--- config.mk ---
export PLATFORM = sky130hd
export DESIGN_NAME = aq_sensor_filter
export DESIGN_NICKNAME = d
export VERILOG_FILES = /design/src/rtl/aq_pkg.sv /design/src/rtl/aq_window_avg.sv /design/src/rtl/aq_sensor_filter.sv
export SDC_FILE = /design/constraint.sdc
export NUM_CORES = 1
export LEC_CHECK = 0
export BUFFER_PORTS_ARGS = -buffer_cell sky130_fd_sc_hd__buf_2
export CORE_ASPECT_RATIO = 0.8
export CORE_MARGIN = 1.5
export CORE_UTILIZATION = 35
export CTS_BUF_LIST = sky130_fd_sc_hd__clkbuf_8 sky130_fd_sc_hd__clkbuf_16
export DETAILED_ROUTE_END_ITERATION = 10
export SLEW_MARGIN = 20
export SYNTH_ARGS = -nofsm -noshare
export SYNTH_HDL_FRONTEND = slang
export SYNTH_SLANG_ARGS = --single-unit
export TNS_END_PERCENT = 5
--- constraint.sdc ---
create_clock -name clk -period 4 [get_ports clk]
set_input_delay 0.6 -clock clk [delete_from_list [all_inputs] [get_ports clk]]
set_output_delay 0.6 -clock clk [all_outputs]
set_load 0.01 [all_outputs]
--- src/rtl/aq_pkg.sv ---
// Constants and FSM encoding shared by the air-quality filter and the
// threshold monitor bench, so the neutral reading stays consistent.
package aq_pkg;

    localparam int AQ_DATA_W = 8;
    localparam logic [AQ_DATA_W-1:0] AQ_SAFE_DEFAULT = 8'd50;

    typedef enum logic [1:0] {
        ST_WARMUP = 2'd0,
        ST_RUN    = 2'd1,
        ST_FAULT  = 2'd2
    } aq_state_e;

endpackage

--- src/rtl/aq_window_avg.sv ---
// Circular sample window with a running sum; avg is the floor of the mean.
// While filling, entries are only added, so stale buffer contents are never read.
module aq_window_avg
    import aq_pkg::*;
#(
    parameter int LOG2_WIN = 2
) (
    input  logic                 clk,
    input  logic                 rst,
    input  logic                 push,
    input  logic                 clear,
    input  logic [AQ_DATA_W-1:0] data,
    output logic [AQ_DATA_W-1:0] avg,
    output logic                 full
);

    localparam int WIN   = 1 << LOG2_WIN;
    localparam int SUM_W = AQ_DATA_W + LOG2_WIN;

    logic [AQ_DATA_W-1:0] win_buf_q [WIN];
    logic [LOG2_WIN-1:0]  wr_ptr_q, wr_ptr_d;
    logic [LOG2_WIN:0]    fill_q, fill_d;
    logic [SUM_W-1:0]     sum_q, sum_d;
    logic [LOG2_WIN-1:0]  wr_idx;

    assign full = (fill_q == (LOG2_WIN+1)'(WIN));
    assign avg  = sum_q[SUM_W-1:LOG2_WIN];

    always_comb begin
        sum_d    = sum_q;
        fill_d   = fill_q;
        wr_ptr_d = wr_ptr_q;
        wr_idx   = wr_ptr_q;
        if (clear) begin
            // A push alongside clear becomes the first entry of a fresh window.
            wr_idx   = '0;
            sum_d    = '0;
            fill_d   = '0;
            wr_ptr_d = '0;
            if (push) begin
                sum_d    = SUM_W'(data);
                fill_d   = (LOG2_WIN+1)'(1);
                wr_ptr_d = LOG2_WIN'(1);
            end
        end else if (push) begin
            if (full) begin
                sum_d = sum_q - SUM_W'(win_buf_q[wr_ptr_q]) + SUM_W'(data);
            end else begin
                sum_d  = sum_q + SUM_W'(data);
                fill_d = fill_q + 1'b1;
            end
            wr_ptr_d = wr_ptr_q + 1'b1;
        end
    end

    always_ff @(posedge clk or posedge rst) begin
        if (rst) begin
            sum_q    <= '0;
            fill_q   <= '0;
            wr_ptr_q <= '0;
        end else begin
            sum_q    <= sum_d;
            fill_q   <= fill_d;
            wr_ptr_q <= wr_ptr_d;
        end
    end

    always_ff @(posedge clk) begin
        if (push) begin
            win_buf_q[wr_idx] <= data;
        end
    end

endmodule

--- src/rtl/aq_sensor_filter.sv ---
// Sensor conditioning: spike rejection, moving average and silent-sensor fault.
// adc_valid/adc_ready: a sample transfers on any clock edge where both are high.
module aq_sensor_filter
    import aq_pkg::*;
#(
    parameter int                   LOG2_WIN       = 2,
    parameter int                   SPIKE_DELTA    = 40,
    parameter int                   MAX_REJECT     = 3,
    parameter int                   TIMEOUT_CYCLES = 1000,
    parameter logic [AQ_DATA_W-1:0] SAFE_AQ        = AQ_SAFE_DEFAULT
) (
    input  logic                 clk,
    input  logic                 rst,
    input  logic                 adc_valid,
    input  logic [AQ_DATA_W-1:0] adc_data,
    output logic                 adc_ready,
    output logic [AQ_DATA_W-1:0] air_quality,
    output logic                 aq_valid,
    output logic                 sensor_fault
);

    localparam int TO_W  = $clog2(TIMEOUT_CYCLES + 1);
    localparam int REJ_W = (MAX_REJECT < 1) ? 1 : $clog2(MAX_REJECT + 1);

    aq_state_e            state_q, state_d;
    logic                 ready_q;
    logic [AQ_DATA_W-1:0] aq_q, aq_d;
    logic                 aqv_q, aqv_d;
    logic                 pub_q, pub_d;
    logic                 fault_pub_q, fault_pub_d;
    logic [REJ_W-1:0]     rej_q, rej_d;
    logic [TO_W-1:0]      to_q, to_d;

    logic                 hs, accept, run_mode, win_push, win_clear, win_full;
    logic [AQ_DATA_W-1:0] win_avg;
    logic [AQ_DATA_W:0]   diff;

    aq_window_avg #(.LOG2_WIN(LOG2_WIN)) u_win (
        .clk   (clk),
        .rst   (rst),
        .push  (win_push),
        .clear (win_clear),
        .data  (adc_data),
        .avg   (win_avg),
        .full  (win_full)
    );

    assign hs           = adc_valid & ready_q;
    assign adc_ready    = ready_q;
    assign air_quality  = aq_q;
    assign aq_valid     = aqv_q;
    assign sensor_fault = (state_q == ST_FAULT);

    // The cycle after the window fills is already RUN behaviour; state catches up here.
    assign run_mode = (state_q == ST_RUN) || ((state_q == ST_WARMUP) && win_full);

    always_comb begin
        if ({1'b0, adc_data} >= {1'b0, aq_q}) diff = {1'b0, adc_data} - {1'b0, aq_q};
        else                                  diff = {1'b0, aq_q} - {1'b0, adc_data};
        accept = (diff <= (AQ_DATA_W+1)'(SPIKE_DELTA)) || (rej_q == REJ_W'(MAX_REJECT));
    end

    always_comb begin
        state_d     = state_q;
        rej_d       = rej_q;
        pub_d       = 1'b0;
        fault_pub_d = 1'b0;
        win_push    = 1'b0;
        win_clear   = 1'b0;
        aq_d        = aq_q;
        aqv_d       = 1'b0;

        if (hs)                               to_d = '0;
        else if (to_q == TO_W'(TIMEOUT_CYCLES)) to_d = to_q;
        else                                  to_d = to_q + 1'b1;

        case (state_q)
            ST_FAULT: begin
                if (hs) begin
                    win_clear = 1'b1;
                    win_push  = 1'b1;
                    rej_d     = '0;
                    state_d   = ST_WARMUP;
                end
            end
            default: begin
                if (run_mode) begin
                    state_d = ST_RUN;
                    if (hs) begin
                        if (accept) begin
                            win_push = 1'b1;
                            rej_d    = '0;
                            pub_d    = 1'b1;
                        end else begin
                            rej_d = rej_q + 1'b1;
                        end
                    end
                end else begin
                    win_push = hs;
                end
                // A handshake on the expiry edge keeps the sensor alive.
                if (!hs && (to_q == TO_W'(TIMEOUT_CYCLES - 1))) begin
                    state_d     = ST_FAULT;
                    fault_pub_d = 1'b1;
                end
            end
        endcase

        if (fault_pub_q) begin
            aq_d  = SAFE_AQ;
            aqv_d = 1'b1;
        end else if (pub_q || ((state_q == ST_WARMUP) && win_full)) begin
            aq_d  = win_avg;
            aqv_d = 1'b1;
        end
    end

    always_ff @(posedge clk or posedge rst) begin
        if (rst) begin
            state_q     <= ST_WARMUP;
            ready_q     <= 1'b0;
            aq_q        <= SAFE_AQ;
            aqv_q       <= 1'b0;
            pub_q       <= 1'b0;
            fault_pub_q <= 1'b0;
            rej_q       <= '0;
            to_q        <= '0;
        end else begin
            state_q     <= state_d;
            ready_q     <= 1'b1;
            aq_q        <= aq_d;
            aqv_q       <= aqv_d;
            pub_q       <= pub_d;
            fault_pub_q <= fault_pub_d;
            rej_q       <= rej_d;
            to_q        <= to_d;
        end
    end

endmodule

==> metrics.md <==
| Metric | Value |
|---|---|
| Status | `completed` |
| Reg2reg path depth | `13` |
| CP Max Fanout | `5` |
| Synth Register Bits | `73` |
| Fin nets | `between 500 and 600` |
| TritonCTS clock tree | `done` |
| P_leak | `~2.4 nW` |
| Critical path origin | `u_win.wr_ptr_q[0]` |
| Synth warnings | `0` |
| Async set or reset register ratio after synthesis | `0.5616` |
| Setup crit start kind | `flip-flop` |
| Bufs and invs on worst path | `1` |
| Worst hold path class | `input pin to asynchronous set/reset pin` |
| TritonCTS Buffers | `9` |
| Syn Nets | `between 500 and 600` |
| Total grt overflow | `0` |
| Worst-margin pin slew | `922.1 ps` |
| Max-slew violations | `0` |
| Initial DRC count | `300` |
| Maximum VDD drop | `0.3466 mV` |
| CTS root buffer | `clkbuf_16` |
| CP max stage delay | `540 ps` |
| Sw frac | `0.4266` |
| Via density | `approximately 5.4` |
| Post-synthesis sequential area ratio | `0.4199` |
| Max Cap Viol | `0` |
| Busiest grt layer | `met2` |
| Max Root-Sink Buffers | `2` |
| DP HPWL | `9.208 mm` |
| Final setup viols | `0` |
| Min cycle time layout | `3809 ps` |
| Clock network fraction of design power | `0.177` |
| Vias | `roughly 3,700` |
| Row count | `37` |
| Residual DRC count | `0` |
| Skew final | `6.991 ps` |
| Cell family with most CP delay | `compound AO/OA/AOI/OAI gates` |
| Initial Util | `0.3631` |
| Critical Path RT | `4220 ps` |
| Die X | `133.1 um` |
| Routed WL per cell | `17.84 um` |
| Proportion of power drawn by combinational gates | `0.577` |
| Global routing usage on met1 | `0.2670` |
| Most used cell, CP | `o21ai_0` |
| Cell variety after synth | `63` |
| Critical path type | `flip-flop to flip-flop` |
| Initial antenna violation count | `0` |
| Worst skew pair latency | `about 340 ps` |
| Largest net degree at the start of global routing | `42` |
| Number of port buffers | `21` |
| P_sw | `1.949 mW` |
| Mean area per synthesized cell | `10.37 um2` |
| First-pass GRT wire length | `19.80 mm` |
| Crit path capture | `u_win.sum_q[9]` |
| Arrival @ worst endpoint | `4030 ps` |
| Register area | `0.001992 mm2` |
| Die Span Y | `roughly 110 um` |
| Worst-path cell with the longest stage delay | `mux4_2` |
| Core area | `0.01306 mm2` |
| Die area | `0.01426 mm2` |
| Final Hold Viols | `0` |
| Slew margin rel. | `0.3806` |
| R2R setup slack | `190 ps` |
| Fill cells | `1,291` |
| Antenna cells | `0` |
| Vias in the first global route | `about 3,600` |
| RSZ-0062 raised after global routing | `no` |
| EDFF count, synth | `32` |
| Pwr Density | `about 830 mW/mm2` |
| Critical path depth in cells | `13` |
| Met3 Use GR | `0.03783` |
| Clock sink total | `73` |
| Fin crit share | `0.9522` |
| CP Cell Sequence | `mux4_2 > fa_1 > inv_1 > ha_1 > a21oi_1 > nor2b_1 > o21a_1 > o21ai_0 > a211o_1 > o21ai_0 > mux2_2 > and3_1 > a221o_1` |
| Total power | `4.569 mW` |
| Sequential share of power | `0.246` |
| Routed wire length | `12.17 mm` |
| Setup_tns | `0 ps` |
| Top FF cell, synth | `dfrtp_1` |
| Mapped cell area | `0.004741 mm2` |
| Internal cell power | `2.620 mW` |
| Area occupied by multi-input gates | `0.002479 mm2` |
| Routed Antenna Nets | `0` |
| Clock slew seen by the registers of the worst setup and hold paths | `60 ps` |
| RR Startpoint | `u_win.wr_ptr_q[0]` |
| H-tree lvl count | `3` |
| M2 GR Usage | `0.2746` |
| All-Layer GR Usage | `0.1822` |
| Layout cells sized above 1 | `0.1696` |
| Detailed Routing Iterations Pass 1 | `5` |
| Area growth syn-to-layout | `16.05%` |
| Ports | `22` |
| Worst r2r dst | `u_win.sum_q[9]` |
| Cells after synthesis | `457` |
| RePlAce Congestion | `0.8714` |
| Critical path capture point type | `flip-flop` |
| Fmax | `262.5 MHz` |
## power by group through the flow
stage / clock, mW / combinational (mW) / sequential [mW]
finish: 0.807 / 2.64 / 1.13
global route: 0.849 / 2.95 / 1.15
CTS: 0.818 / 2.61 / 1.13
detailed placement: 0 / 2.58 / 1.14
global placement: 0 / 2.53 / 1.14
floorplan: 0 / 1.97 / 1.09
## timing repair
item,CTS,global route
endpoints found under the setup margin,0,2
setup buffers,0,1
resized for setup,0,1
hold buffers,0,0
## stage by stage
stage	utilization	cell area (um2)	setup slack [ps]	hold WS, ps	instances
after global placement	0.3980	5196	119.5	477.5	665
final	0.4214	5502	191.1	454.0	682
after CTS	0.4207	5493	71.49	498.8	681
after global routing	0.4214	5502	7.694	538.5	682
after detailed placement	0.3980	5196	120.3	493.0	665
after floorplan	-	4747	91.52	463.2	457
## cell usage after synthesis, drive strengths merged, types with 5 or more instances
| master | n | share of area |
|---|---|---|
| nand3 | 8 | 0.0095 |
| xnor2 | 14 | 0.026 |
| o21a | 6 | 0.011 |
| xor2 | 10 | 0.018 |
| ha | 39 | 0.10 |
| mux2i | 7 | 0.015 |
| nand2b | 6 | 0.0079 |
| mux4 | 8 | 0.038 |
| o31ai | 7 | 0.011 |
| a21oi | 24 | 0.027 |
| clkbuf | 9 | 0.0071 |
| o21ai | 26 | 0.028 |
| and3 | 6 | 0.0079 |
| nand2 | 29 | 0.023 |
| edfxtp | 32 | 0.20 |
| o21bai | 5 | 0.0079 |
| inv | 54 | 0.043 |
| nor2 | 40 | 0.032 |
| fa | 9 | 0.038 |
| dfrtp | 38 | 0.20 |
| nor3 | 15 | 0.017 |
## worst reg2reg max path, delay by kind of cell (launching register included)
family	cells	cell delay, ps
AO/OA/AOI/OAI	6	1130
flip-flops	1	460
multiplexers	2	910
AND/OR/NAND/NOR	2	320
adder cells (fa/ha/maj)	2	800
buffers and inverters	1	80
## worst min path at each step
stage	from	end	slack, ps	cells after the start
2_1_floorplan	rej_q[0]	rej_q[0]	460	1
3_3_place_gp	rej_q[1]	rej_q[1]	480	1
3_5_place_dp	rej_q[1]	rej_q[1]	490	1
4_1_cts	rst	to_q[0]	500	2
5_1_grt	rst	to_q[0]	540	2
6_report	rst	to_q[0]	450	2
## cell type report
type | instances | share of cell area
multi-input combinational | 317 | 0.4505
inverter | 54 | 0.03684
tap | 175 | 0.03980
sequential | 73 | 0.3621
clock inverter | 7 | 0.01296
clock buffer | 9 | 0.04094
timing repair buffer | 47 | 0.05686
## registers in the layout, summed over array words and instances (netlist names)
| signal | flops |
|---|---|
| u_win.sum_q | 10 |
| air_quality | 8 |
| pub_q | 1 |
| adc_ready | 1 |
| aq_valid | 1 |
| u_win.win_buf_q | 32 |
| state_q | 2 |
| fault_pub_q | 1 |
| u_win.fill_q | 3 |
| to_q | 10 |
| rej_q | 2 |
| u_win.wr_ptr_q | 2 |
## per-layer routing
| layer | part of all wire | routed length (um) |
|---|---|---|
| met1 | 0.50 | 6043 |
| met2 | 0.44 | 5294 |
| met3 | 0.054 | 654 |
| met5 | 0 | 0 |
| met4 | 0.015 | 178 |
## cells by family after synthesis
family,share of synthesized area
AO/OA/AOI/OAI,0.1541
XOR/XNOR,0.04434
adder cells (fa/ha/maj),0.1409
buffers and inverters,0.05859
flip-flops,0.4199
multiplexers,0.05991
other,0.0007910
AND/OR/NAND/NOR,0.1214
## placed cells by master, fill, tap and decap left out, types with 6 or more instances in the layout
master | synthesis | routed
inv_1 | 54 | 54
nor2_1 | 40 | 40
ha_1 | 39 | 39
dfrtp_1 | 38 | 37
edfxtp_1 | 32 | 32
nand2_1 | 29 | 29
buf_4 | 0 | 25
a21oi_1 | 22 | 22
o21ai_0 | 22 | 22
buf_2 | 0 | 21
nor3_1 | 14 | 14
xnor2_1 | 14 | 14
xor2_1 | 10 | 10
fa_1 | 9 | 9
clkbuf_16 | 0 | 9
mux4_2 | 8 | 8
o31ai_1 | 7 | 7
nand3_1 | 7 | 7
mux2i_1 | 7 | 7
nand2b_1 | 6 | 6
and3_1 | 6 | 6
Note: power is estimated with default switching activity, not from simulation.
